===== config.mk =====
export PLATFORM = sky130hd
export DESIGN_NAME = iddmm_task_ctrl_flat
export DESIGN_NICKNAME = d
export VERILOG_FILES = /design/src/rtl/iddmm_pkg.sv /design/src/rtl/iddmm_task_ctrl_if.sv /design/src/rtl/iddmm_idx_gen.sv /design/src/rtl/iddmm_task_ctrl.sv /design/src/flat_wrapper.sv
export SDC_FILE = /design/constraint.sdc
export NUM_CORES = 1
export LEC_CHECK = 0
export ABC_AREA = 1
export BUFFER_PORTS_ARGS = -buffer_cell sky130_fd_sc_hd__buf_2
export CORE_AREA = 2 2 163 165
export DETAILED_ROUTE_END_ITERATION = 16
export DIE_AREA = 0 0 165 167
export GPL_TIMING_DRIVEN = 0
export PLACE_DENSITY = 0.38
export SYNTH_ARGS = -nofsm -noshare
export SYNTH_HDL_FRONTEND = slang
export SYNTH_SLANG_ARGS = --single-unit

===== constraint.sdc =====
create_clock -name clk -period 2.1 [get_ports clk]
set_input_delay 0.105 -clock clk [delete_from_list [all_inputs] [get_ports clk]]
set_output_delay 0.105 -clock clk [all_outputs]
set_load 0.02 [all_outputs]

===== src/rtl/iddmm_pkg.sv =====
// iddmm_pkg: IDDMM task controller state encoding and default constants
package iddmm_pkg;
  typedef enum logic [1:0] {IDLE, SCAN, WAIT, OUTPUT} state_t;
  localparam int DEF_K = 128;
  localparam int DEF_N = 32;
  localparam int DEF_TIMEOUT = 4096;
endpackage


===== src/rtl/iddmm_task_ctrl_if.sv =====
// iddmm_task_ctrl_if: task handshake and result stream bundle
interface iddmm_task_ctrl_if import iddmm_pkg::*; #(
  parameter int K = DEF_K,
  parameter int ADDR_W = $clog2(DEF_N)
);
  logic task_valid, task_ready;
  logic [ADDR_W:0] task_nwords;
  logic res_valid, res_ready, res_last;
  logic [K-1:0] res_data;
  modport master (
    output task_valid, task_nwords, res_ready,
    input task_ready, res_valid, res_data, res_last
  );
  modport slave (
    input task_valid, task_nwords, res_ready,
    output task_ready, res_valid, res_data, res_last
  );
endinterface


===== src/rtl/iddmm_idx_gen.sv =====
// iddmm_idx_gen: nested i/j scan counter with wrap and terminal flag
module iddmm_idx_gen #(
  parameter int N = 32,
  parameter int ADDR_W = $clog2(N)
) (
  input  logic              clk,
  input  logic              rst_n,
  input  logic              step,
  input  logic              park,
  input  logic [ADDR_W:0]   nw,
  output logic [ADDR_W-1:0] i,
  output logic [ADDR_W:0]   j,
  output logic              term
);
  logic w_wrap;
  assign w_wrap = j == nw;
  assign term = step && w_wrap && ({1'b0, i} == nw - 1'b1);
  always_ff @(posedge clk or negedge rst_n)
    if (!rst_n) begin
      i <= '0;
      j <= (ADDR_W+1)'(N);
    end else if (park) begin
      i <= '0;
      j <= (ADDR_W+1)'(N);
    end else if (!step || term) begin
      i <= '0;
      j <= '0;
    end else if (w_wrap) begin
      i <= i + 1'b1;
      j <= '0;
    end else
      j <= j + 1'b1;
endmodule


===== src/rtl/iddmm_task_ctrl.sv =====
// iddmm_task_ctrl: IDDMM task sequencer (SCAN/WAIT/OUTPUT); IDDMM_TIMEOUT_EN adds a WAIT timeout
module iddmm_task_ctrl import iddmm_pkg::*; #(
  parameter int K = DEF_K,
  parameter int N = DEF_N,
  parameter int ADDR_W = $clog2(N),
  parameter int TIMEOUT = DEF_TIMEOUT
) (
  input  logic              clk,
  input  logic              rst_n,
  iddmm_task_ctrl_if.slave  bus,
  output logic [ADDR_W-1:0] i_cnt,
  output logic [ADDR_W:0]   j_cnt,
  output logic [ADDR_W:0]   rd_addr_i,
  output logic [ADDR_W:0]   rd_addr_j,
  input  logic              cal_done,
  input  logic              cal_sign,
  output logic              fifo_rd_en,
  input  logic [K-1:0]      fifo_rd_data_a,
  input  logic [K-1:0]      fifo_rd_data_sub,
  output logic              busy,
  output logic              err_timeout
);
  localparam logic [ADDR_W:0] NW_MAX = (ADDR_W+1)'(N);
  state_t r_state;
  logic [ADDR_W:0] r_nw, r_beat, w_nw_in;
  logic [ADDR_W-1:0] w_i;
  logic [ADDR_W:0] w_j;
  logic r_busy, r_res_valid, w_term, w_hs, w_done, w_timeout, w_park;
  assign w_nw_in = bus.task_nwords == '0 ? (ADDR_W+1)'(1) :
                   bus.task_nwords > NW_MAX ? NW_MAX : bus.task_nwords;
  assign bus.task_ready = r_state == IDLE;
  assign bus.res_valid = r_res_valid;
  assign bus.res_last = r_res_valid && r_beat == r_nw - 1'b1;
  assign bus.res_data = cal_sign ? fifo_rd_data_sub : fifo_rd_data_a;
  assign w_hs = r_res_valid && bus.res_ready;
  assign w_done = w_hs && bus.res_last;
  assign fifo_rd_en = w_hs;
  assign busy = r_busy;
  assign rd_addr_i = {1'b0, w_i};
  assign rd_addr_j = w_j;
  assign w_park = (r_state == IDLE && !bus.task_valid) || w_done || w_timeout;
`ifdef IDDMM_TIMEOUT_EN
  localparam int TW = $clog2(TIMEOUT + 1);
  logic [TW-1:0] r_wait;
  assign w_timeout = r_state == WAIT && !cal_done && r_wait == TW'(TIMEOUT - 1);
  assign err_timeout = w_timeout;
  always_ff @(posedge clk or negedge rst_n)
    if (!rst_n) r_wait <= '0;
    else r_wait <= r_state == WAIT ? r_wait + 1'b1 : '0;
`else
  assign w_timeout = 1'b0;
  assign err_timeout = TIMEOUT < 0;
`endif
  iddmm_idx_gen #(.N(N), .ADDR_W(ADDR_W)) u_idx (
    .clk  (clk),
    .rst_n(rst_n),
    .step (r_state == SCAN),
    .park (w_park),
    .nw   (r_nw),
    .i    (w_i),
    .j    (w_j),
    .term (w_term)
  );
  always_ff @(posedge clk or negedge rst_n)
    if (!rst_n) begin
      i_cnt <= '0;
      j_cnt <= '0;
    end else begin
      i_cnt <= w_i;
      j_cnt <= w_j;
    end
  always_ff @(posedge clk or negedge rst_n)
    if (!rst_n) begin
      r_state <= IDLE;
      r_nw <= (ADDR_W+1)'(1);
      r_beat <= '0;
      r_busy <= 1'b0;
      r_res_valid <= 1'b0;
    end else begin
      case (r_state)
        IDLE: if (bus.task_valid) begin
          r_state <= SCAN;
          r_nw <= w_nw_in;
          r_busy <= 1'b1;
        end
        SCAN: if (w_term) r_state <= WAIT;
        WAIT: if (cal_done) begin
          r_state <= OUTPUT;
          r_res_valid <= 1'b1;
          r_beat <= '0;
        end else if (w_timeout) begin
          r_state <= IDLE;
          r_busy <= 1'b0;
        end
        default: if (w_done) begin
          r_state <= IDLE;
          r_res_valid <= 1'b0;
          r_busy <= 1'b0;
          r_beat <= '0;
        end else if (w_hs) r_beat <= r_beat + 1'b1;
      endcase
    end
endmodule


===== src/flat_wrapper.sv =====
// flat-port wrapper written by rule: the top's interface ports become plain ports
module iddmm_task_ctrl_flat import iddmm_pkg::*;
#(
  parameter int K = DEF_K,
  parameter int N = DEF_N,
  parameter int ADDR_W = $clog2(N),
  parameter int TIMEOUT = DEF_TIMEOUT
)
  (clk, rst_n, i_cnt, j_cnt, rd_addr_i, rd_addr_j, cal_done, cal_sign, fifo_rd_en, fifo_rd_data_a, fifo_rd_data_sub, busy, err_timeout, bus_task_valid, bus_task_nwords, bus_res_ready, bus_task_ready, bus_res_valid, bus_res_data, bus_res_last);
  iddmm_task_ctrl_if #(.K(K), .ADDR_W(ADDR_W)) bus_i ();
  input  logic clk;
  input  logic rst_n;
  output logic [ADDR_W-1:0] i_cnt;
  output logic [ADDR_W:0] j_cnt;
  output logic [ADDR_W:0] rd_addr_i;
  output logic [ADDR_W:0] rd_addr_j;
  input  logic cal_done;
  input  logic cal_sign;
  output logic fifo_rd_en;
  input  logic [K-1:0] fifo_rd_data_a;
  input  logic [K-1:0] fifo_rd_data_sub;
  output logic busy;
  output logic err_timeout;
  input wire logic [$bits(bus_i.task_valid)-1:0] bus_task_valid;
  input wire logic [$bits(bus_i.task_nwords)-1:0] bus_task_nwords;
  input wire logic [$bits(bus_i.res_ready)-1:0] bus_res_ready;
  output wire logic [$bits(bus_i.task_ready)-1:0] bus_task_ready;
  output wire logic [$bits(bus_i.res_valid)-1:0] bus_res_valid;
  output wire logic [$bits(bus_i.res_data)-1:0] bus_res_data;
  output wire logic [$bits(bus_i.res_last)-1:0] bus_res_last;
  assign bus_i.task_valid = bus_task_valid;
  assign bus_i.task_nwords = bus_task_nwords;
  assign bus_i.res_ready = bus_res_ready;
  assign bus_task_ready = bus_i.task_ready;
  assign bus_res_valid = bus_i.res_valid;
  assign bus_res_data = bus_i.res_data;
  assign bus_res_last = bus_i.res_last;
  iddmm_task_ctrl #(.K(K), .N(N), .ADDR_W(ADDR_W), .TIMEOUT(TIMEOUT)) u_core (.clk(clk), .rst_n(rst_n), .bus(bus_i), .i_cnt(i_cnt), .j_cnt(j_cnt), .rd_addr_i(rd_addr_i), .rd_addr_j(rd_addr_j), .cal_done(cal_done), .cal_sign(cal_sign), .fifo_rd_en(fifo_rd_en), .fifo_rd_data_a(fifo_rd_data_a), .fifo_rd_data_sub(fifo_rd_data_sub), .busy(busy), .err_timeout(err_timeout));
endmodule

==> flow_metrics.env, run 1 <==
export IMPL_status="finished, final reports clean"
export IMPL_finClkSkew_ps=5.96
export IMPL_r2r_slack_ps=70
export IMPL_ir_worst_vdd_uv=408
export IMPL_drv_slew=0
export IMPL_ys_ff_latch=38
export IMPL_hpwlAfterDp_mm=28.4
export IMPL_fill_cells=2902
export IMPL_cp_required_ps=2000
export IMPL_die_area_um2=27600
export IMPL_cts_buffers=5
export IMPL_synth_cell_type_count=33
export IMPL_drt_iter0_drc=245
export IMPL_final_min_clock_period_ps=2080
export IMPL_synth_largest_area_cell="mux2_2"
export IMPL_relSlewSlack=0.337
export IMPL_ys_seq_area_frac=0.259
export IMPL_io_pins=425
export IMPL_ys_async_sr_fraction=1.00
export IMPL_clk_path_buf_depth=2
export IMPL_grt_pass1_vias=4738
export IMPL_path_class="reg -> out"
export IMPL_drc_errors=0
export IMPL_hold_viol_final=0
export IMPL_antenna_found_initial=26
export IMPL_power_leakage_uw=0.00343
export IMPL_cp_max_fo=5
export IMPL_p_per_area_nw_per_um2=783
export IMPL_fmax_ghz=0.480
export IMPL_vias=4715
export IMPL_drv_cap=0
export IMPL_drt_wirelength_per_cell_um=25.9
export IMPL_tns_ps=0
export IMPL_multiInputGateArea_um2=2560
export IMPL_grt_first_pass_wirelength_mm=39.4
export IMPL_cp_arrival_ps=1980
export IMPL_layout_nets=1114
export IMPL_worst_slew_pin_slew_ps=995
export IMPL_grt_max_degree=39
export IMPL_cts_tree="built"
export IMPL_h_tree_depth=2
export IMPL_setup_violations=0
export IMPL_synth_most_common_cell="mux2_2"
export IMPL_area_growth_pct=76.8
export IMPL_dr_pass1_iters=4
export IMPL_clk_latency_ps=280
export IMPL_avgViaCountPerCell=3.98
export IMPL_drive_above_1_share=0.733
export IMPL_placementRows=59
export IMPL_p_total_uw=5100
export IMPL_clk_pin_slew_ps=60
export IMPL_crit_path_end_kind="output port"
export IMPL_rsz0062_at_grt="true"
export IMPL_synthFlopType="dfrtp_1"
export IMPL_root_buffer="clkbuf_16"
export IMPL_syn_avg_cell_area_um2=9.11
export IMPL_cts_sinks=38
export IMPL_final_core_util=0.252
export IMPL_die_w_um=165
export IMPL_period_share=0.991
export IMPL_dieHeight_um=167
export IMPL_drtAntennaViolNets=0
export IMPL_regArea_um2=953
export IMPL_ys_warnings_count=0
export IMPL_gp_congestion=0.954
export IMPL_worstSetupStartpointType="flip-flop"
export IMPL_synth_edff_count=0
export IMPL_synth_cells=404
export IMPL_hold_path_class="in -> reg"
export IMPL_ys_top_cells_by_area="mux2_2, dfrtp_1, nand2_1"
export IMPL_grt_usage=0.215
export IMPL_port_buffers=421
export IMPL_grt_ovfl_total=0
export IMPL_drt_wl_total_mm=30.8
export IMPL_netlist_area_um2=3680
export IMPL_initial_core_util=0.143
export IMPL_synth_common_cells="mux2_2, nand2_1, dfrtp_1"
export IMPL_core_area_um2=25800
export IMPL_yosysTopAreaCellShare=0.392
-- path summary, 6_finish.rpt --
kind,from,end,cells after the start
max,u_core.r_nw[0],bus_res_last,11
min,bus_task_nwords[2],u_core.r_nw[2],3
max reg2reg,u_core.r_nw[0],u_core.r_state[0],11
min reg2reg,u_core.u_idx.j[5],u_core.j_cnt[5],0
max in group asynchronous,rst_n,u_core.r_beat[3],2
min in group asynchronous,rst_n,u_core.i_cnt[0],2
-- stage by stage --
step                      cells  hold WS (ps)  instance area [um2]  worst slack, ps
after floorplan             405          -191                 3680              112
after global placement     1161           290                 6210             -279
after detailed placement   1161           281                 6210             -236
after CTS                  1172          64.2                 6430             14.1
after global routing       1176          93.7                 6480            -88.7
final                      1186          72.2                 6500             18.7
-- flip-flops by register name, indices dropped and copies added (netlist names) --
name                  flops
u_core.i_cnt              5
u_core.bus.res_valid      1
u_core.busy               1
u_core.u_idx.i            5
u_core.u_idx.j            6
u_core.j_cnt              6
u_core.r_state            2
u_core.r_nw               6
u_core.r_beat             6
-- per-layer routing --
metal / global-route usage / wire [um] / vias up
met5: 0 / 55 / -
met2: 0.284 / 11700 / 276
met3: 0.155 / 6020 / 17
met4: 0.0147 / 74 / 10
met1: 0.290 / 12900 / 2149
li1: - / - / 2263
-- layout by cell type, fill, tap and decap left out, drive strengths merged, types with 2 or more instances in the layout --
master  count
buf       439
mux2      128
nand2      76
dfrtp      36
nand3      35
inv        35
nor2       27
diode      11
o21ai      10
clkbuf     10
xor2        9
ha          7
nor3        5
o22ai       4
xnor2       3
nand3b      2
nor3b       2
conb        2
dfstp       2
a21oi       2
-- worst max-delay path, stage by stage, from the launching register on --
cell     delay, ps
dfstp_2        560
inv_4           60
ha_4           300
nor2_2          40
nor2_1          90
nand2_1         60
nor2_1          90
nand2_1         90
nor2_4         160
nand2_2         80
inv_2           60
buf_6          100
-- repair_timing --
action / CTS / global route
cloned: 0 / 0
gates resized for setup: 5 / 8
endpoints found under the setup margin: 22 / 13
hold buffers: 1 / 0
endpoints found under the hold margin: 36 / 0
pin swaps: 4 / 12
buffers inserted: 2 / 3
-- report_power, final --
group	leakage (uW)	internal, uW	switching [uW]
clock	0.0000842	593	289
sequential	0.000505	922	202
combinational	0.00284	1180	1910
-- logic make-up after synthesis --
| group | after synthesis | synth area share |
|---|---|---|
| buffers and inverters | 51 | 0.0578 |
| flip-flops | 38 | 0.259 |
| AO/OA/AOI/OAI | 18 | 0.0306 |
| XOR/XNOR | 12 | 0.0286 |
| AND/OR/NAND/NOR | 149 | 0.207 |
| adder cells (fa/ha/maj) | 7 | 0.0238 |
| other | 1 | 0.00102 |
| multiplexers | 128 | 0.392 |
-- area by class of cell --
| class | count | share of cell area |
|---|---|---|
| Inverter | 35 | 0.0206 |
| Clock inverter | 1 | 0.00462 |
| Multi-Input combinational cell | 316 | 0.393 |
| Tap cell | 335 | 0.0644 |
| Timing Repair Buffer | 427 | 0.332 |
| Sequential cell | 38 | 0.147 |
| Clock buffer | 7 | 0.0219 |
| Buffer | 16 | 0.0125 |
| Antenna cell | 11 | 0.00423 |
(Power assumes the default switching activity.)
==> inputs of run 2 (changes only) <==
CORE_AREA = 2 2 164 166   (was 2 2 163 165)
DIE_AREA = 0 0 166 168   (was 0 0 165 167)
PLACE_DENSITY = 0.37   (was 0.38)
clock period = 2.65 ns   (was 2.1 ns; I/O delays follow)
==> run 2 against run 1 <==
Effect of this change: the flow now finishes with violations (negative hold slack); critical path depth is 1 higher; first-iteration DRC count is 7.3% higher; register-to-register slack better by 300 ps; non-clock buffer count is 5 lower; worst hold slack worse by 100 ps; combinational power is 25% lower; via count is 2.7% higher; cell area is 0.85% lower; sequential share of layout area is 0.13 points higher; clock power is 11% lower; largest cell class unchanged; highest routed layer unchanged.
==> flow_metrics.env, run 2 (synthesis gave the netlist of run 1 again) <==
export IMPL_port_buffers=421
export IMPL_drc_errors=0
export IMPL_layout_nets=1109
export IMPL_vias=4840
export IMPL_area_growth_pct=75.3
export IMPL_worst_slew_pin_slew_ps=880
export IMPL_multiInputGateArea_um2=2520
export IMPL_drv_cap=0
export IMPL_setup_ws_ps=271
export IMPL_cts_tree="built"
export IMPL_gp_congestion=0.875
export IMPL_path_class="reg -> out"
export IMPL_h_tree_depth=2
export IMPL_critPathTopFamily="simple AND/OR/NAND/NOR gates"
export IMPL_hpwlAfterDp_mm=30.1
export IMPL_drtAntennaViolNets=0
export IMPL_fin_cells=1189
export IMPL_power_leakage_uw=0.00341
export IMPL_p_per_area_nw_per_um2=623
export IMPL_fill_cells=3021
export IMPL_cp_common_cell="nand2_1"
export IMPL_grt_ovfl_total=0
export IMPL_drt_wirelength_per_cell_um=27.4
export IMPL_cp_required_ps=2520
export IMPL_grt_pass1_vias=4696
export IMPL_root_buffer="clkbuf_16"
export IMPL_cts_resized=0
export IMPL_violations="negative hold slack"
export IMPL_cp_arrival_ps=2250
export IMPL_period_share=0.898
export IMPL_tns_ps=0
export IMPL_avgViaCountPerCell=4.07
export IMPL_grt_max_degree=39
export IMPL_final_core_util=0.245
export IMPL_hold_ws_ps=-29.1
export IMPL_hold_viol_final=36
export IMPL_worstSetupStartpointType="flip-flop"
export IMPL_final_min_clock_period_ps=2380
export IMPL_final_cell_mix="buf_2, mux2_2, nand2_1"
export IMPL_crit_buf_inv=4
export IMPL_pre_cts_ws_ps=249
export IMPL_ir_worst_vdd_uv=368
export IMPL_setup_violations=0
export IMPL_post_place_cells=1167
export IMPL_grt_first_pass_wirelength_mm=41.8
export IMPL_drt_wl_total_mm=32.6
export IMPL_crit_path_end_kind="output port"
export IMPL_status="complete, but fails checks"
export IMPL_dieHeight_um=168
export IMPL_die_area_um2=27900
export IMPL_dr_pass1_iters=8
export IMPL_antenna_found_initial=47
export IMPL_relSlewSlack=0.413
export IMPL_core_area_um2=26400
export IMPL_cts_buffers=5
export IMPL_drv_slew=0
export IMPL_io_pins=425
export IMPL_final_common_cell="buf_2"
export IMPL_finClkSkew_ps=4.06
export IMPL_clk_path_buf_depth=2
export IMPL_hold_path_class="in -> async"
export IMPL_rsz0062_at_grt="false"
export IMPL_initial_core_util=0.140
export IMPL_clk_latency_ps=280
export IMPL_die_w_um=166
export IMPL_slowest_delay_ps=580
export IMPL_slowest_stage="dfstp_2"
export IMPL_cts_sinks=38
export IMPL_placementRows=60
export IMPL_drt_iter0_drc=263
export IMPL_regArea_um2=953
export IMPL_cp_max_fo=5
export IMPL_grt_usage=0.225
export IMPL_drive_above_1_share=0.726
export IMPL_cp_cell_sequence="inv_2 > ha_1 > nand2_1 > inv_1 > nor2_1 > nand2_1 > nor2_1 > nand2_1 > nor2_1 > nand2_1 > inv_1 > buf_2"
export IMPL_clk_pin_slew_ps=60
export IMPL_fmax_ghz=0.420
==> run 2: cell count changes in the layout (fill, tap and decap cells not counted), moves of 2 or more <==
cell     change
nand2_1      +2
nand2_2      -2
buf_4        -4
nor2_1       +2
diode_2      +2
==> run 2: final cells by class <==
type	instances	share of cell area
repair buffers	422	0.328
clock inverters	3	0.0107
inverters	35	0.0204
well taps	341	0.0661
diodes	13	0.00504
clock buffers	5	0.0194
multi-input cells	316	0.390
flip-flops and latches	38	0.148
plain buffers	16	0.0126
==> run 2: final timing paths <==
| kind | from | end | slack [ps] | cells after the start |
|---|---|---|---|---|
| min reg2reg | u_core.u_idx.j[5] | u_core.j_cnt[5] | 420 | 0 |
| max | u_core.r_nw[0] | bus_res_last | 270 | 12 |
| min in group clk | bus_task_nwords[2] | u_core.r_nw[2] | 100 | 3 |
| max in group asynchronous | rst_n | u_core.r_beat[2] | 2130 | 1 |
| max reg2reg | u_core.r_nw[0] | u_core.u_idx.j[0] | 370 | 14 |
| min | rst_n | u_core.u_idx.j[4] | -30 | 1 |
==> run 2: report_power, final <==
part	switching [uW]	total, uW	internal [uW]
clock network	248	789	541
registers	165	895	730
logic	1450	2330	880
==> run 2: metal layers <==
metal  GRT usage  vias up  wire length (um)
met1       0.283     2227             13400
met5           0        -                94
met3       0.172       28              6080
met4      0.0102       16               110
met2       0.318      320             13000
li1            -     2249                 -
==> run 2: per-stage QoR <==
step           power (uW)  hold slack [ps]  area (um2)
5_1_grt              4380             44.0        6420
6_report             4020            -29.1        6450
3_3_place_gp         3250              321        6220
2_1_floorplan        2420             -163        3680
4_1_cts              4070             15.1        6410
3_5_place_dp         3260              318        6220
==> run 2: timing repair <==
action,CTS,global route
endpoints found under the setup margin,0,1
hold buffers,0,0
buffers inserted,0,1
==> inputs of run 3 (changes only) <==
clock period = 3 ns   (was 2.65 ns; I/O delays follow)
==> run 3 against run 2 <==
Effect of this change: clock skew is essentially flat; die area is the same; wire length is essentially flat; flip-flop and latch count is the same; critical path type unchanged; the flow still finishes with violations (negative hold slack); core utilization is essentially flat; cell area shrank 0.19%; global-route usage is the same; register-to-register slack gained 270 ps; sequential share of layout area is essentially flat; first-iteration DRC count grew 6.8%.
==> flow_metrics.env, run 3 (synthesis gave the netlist of run 1 again) <==
export IMPL_status="complete, but fails checks"
export IMPL_violations="negative hold slack"
export IMPL_dieHeight_um=168
export IMPL_layout_nets=1108
export IMPL_drt_wl_total_mm=32.6
export IMPL_avgViaCountPerCell=4.08
export IMPL_cts_resized=0
export IMPL_setup_violations=0
export IMPL_final_core_util=0.244
export IMPL_finClkSkew_ps=4.23
export IMPL_path_class="reg -> out"
export IMPL_p_per_area_nw_per_um2=550
export IMPL_drv_cap=0
export IMPL_setup_ws_ps=526
export IMPL_port_buffers=421
export IMPL_ir_worst_vdd_uv=324
export IMPL_drt_iter0_drc=281
export IMPL_relSlewSlack=0.412
export IMPL_clk_pin_slew_ps=60
export IMPL_drc_errors=0
export IMPL_fmax_ghz=0.404
export IMPL_final_min_clock_period_ps=2470
export IMPL_grt_ovfl_total=0
export IMPL_worstSetupStartpointType="flip-flop"
export IMPL_drt_wirelength_per_cell_um=27.5
export IMPL_post_cts_buffers=0
export IMPL_drive_above_1_share=0.725
export IMPL_die_w_um=166
export IMPL_h_tree_depth=2
export IMPL_drtAntennaViolNets=0
export IMPL_hold_viol_final=28
export IMPL_grt_first_pass_wirelength_mm=41.8
export IMPL_antenna_found_initial=47
export IMPL_critPathLaunch="u_core.r_nw[0]"
export IMPL_dr_pass1_iters=7
export IMPL_cp_arrival_ps=2320
export IMPL_cts_tree="built"
export IMPL_crit_path_end_kind="output port"
export IMPL_vias=4836
export IMPL_worst_slew_pin_slew_ps=881
export IMPL_r2r_cells=14
export IMPL_die_area_um2=27900
export IMPL_place_area_um2=6220
export IMPL_io_pins=425
export IMPL_final_cell_mix="buf_2, mux2_2, nand2_1"
export IMPL_gp_congestion=0.875
export IMPL_pre_cts_ws_ps=599
export IMPL_reg2reg_from="u_core.r_nw[0]"
export IMPL_hold_ws_ps=-11.3
export IMPL_postCtsHoldBufs=0
export IMPL_drv_slew=0
export IMPL_cp_max_fo=7
export IMPL_hpwlAfterDp_mm=30.1
export IMPL_cts_buffers=5
export IMPL_cts_sinks=38
export IMPL_grt_pass1_vias=4696
export IMPL_grt_max_degree=39
export IMPL_hold_path_class="in -> async"
export IMPL_root_buffer="clkbuf_16"
export IMPL_rsz0062_at_grt="false"
export IMPL_tns_ps=0
export IMPL_initial_core_util=0.140
export IMPL_clk_path_buf_depth=2
export IMPL_cp_required_ps=2850
export IMPL_fin_area_um2=6440
export IMPL_area_growth_pct=75.0
export IMPL_placementRows=60
export IMPL_power_leakage_uw=0.00341
export IMPL_period_share=0.825
export IMPL_final_common_cell="buf_2"
export IMPL_core_area_um2=26400
export IMPL_grt_usage=0.225
export IMPL_clk_latency_ps=280
## run 3: cell types whose count changed in the layout (fill, tap and decap cells not counted)
cell,previous run,this run
diode_2,13,11
buf_4,3,2
## run 3: final cells by class
class	instances	area, um2
inverters	35	131
repair buffers	421	2110
fillers	3027	19900
clock inverters	3	68.8
well taps	341	427
clock buffers	5	125
multi-input cells	316	2520
diodes	11	27.5
flip-flops and latches	38	953
plain buffers	16	81.3
## run 3: layer usage
layer / routed length [um] / track usage / up-vias / share of wire
li1: - / - / 2246 / -
met1: 13000 / 0.283 / 2212 / 0.40
met2: 13000 / 0.318 / 336 / 0.40
met3: 6420 / 0.172 / 26 / 0.20
met4: 95 / 0.0102 / 16 / 0.0029
met5: 94 / 0 / - / 0.0029
## run 3: final timing paths
check,endpoint,slack (ps)
setup reg to reg,u_core.u_idx.j[0],640
hold reg to reg,u_core.j_cnt[5],420
hold / removal,u_core.u_idx.j[4],-10
setup / recovery,bus_res_last,530
min in group clk,u_core.r_nw[4],120
max in group asynchronous,u_core.r_beat[2],2460
## run 3: through the flow
step / std cells / total power (uW)
global placement: 1167 / 2870
CTS: 1175 / 3600
finish: 1186 / 3540
floorplan: 405 / 2140
global route: 1175 / 3860
detailed placement: 1167 / 2880
## run 3: critical path, cell delays in order, from the launching register on
cell and delay [ps]:
dfstp_2 640, inv_2 100, ha_1 370, nand2_1 80, inv_1 30, nor2_1 70
nand2_1 60, nor2_1 100, nand2_1 60, nor2_1 170, nand2_1 130, inv_1 70
buf_2 150
## run 3: report_power, final
| part | leakage (uW) | switching, uW | internal [uW] |
|---|---|---|---|
| sequential | 0.000505 | 153 | 645 |
| clock | 0.0000941 | 218 | 478 |
| combinational | 0.00281 | 1270 | 771 |
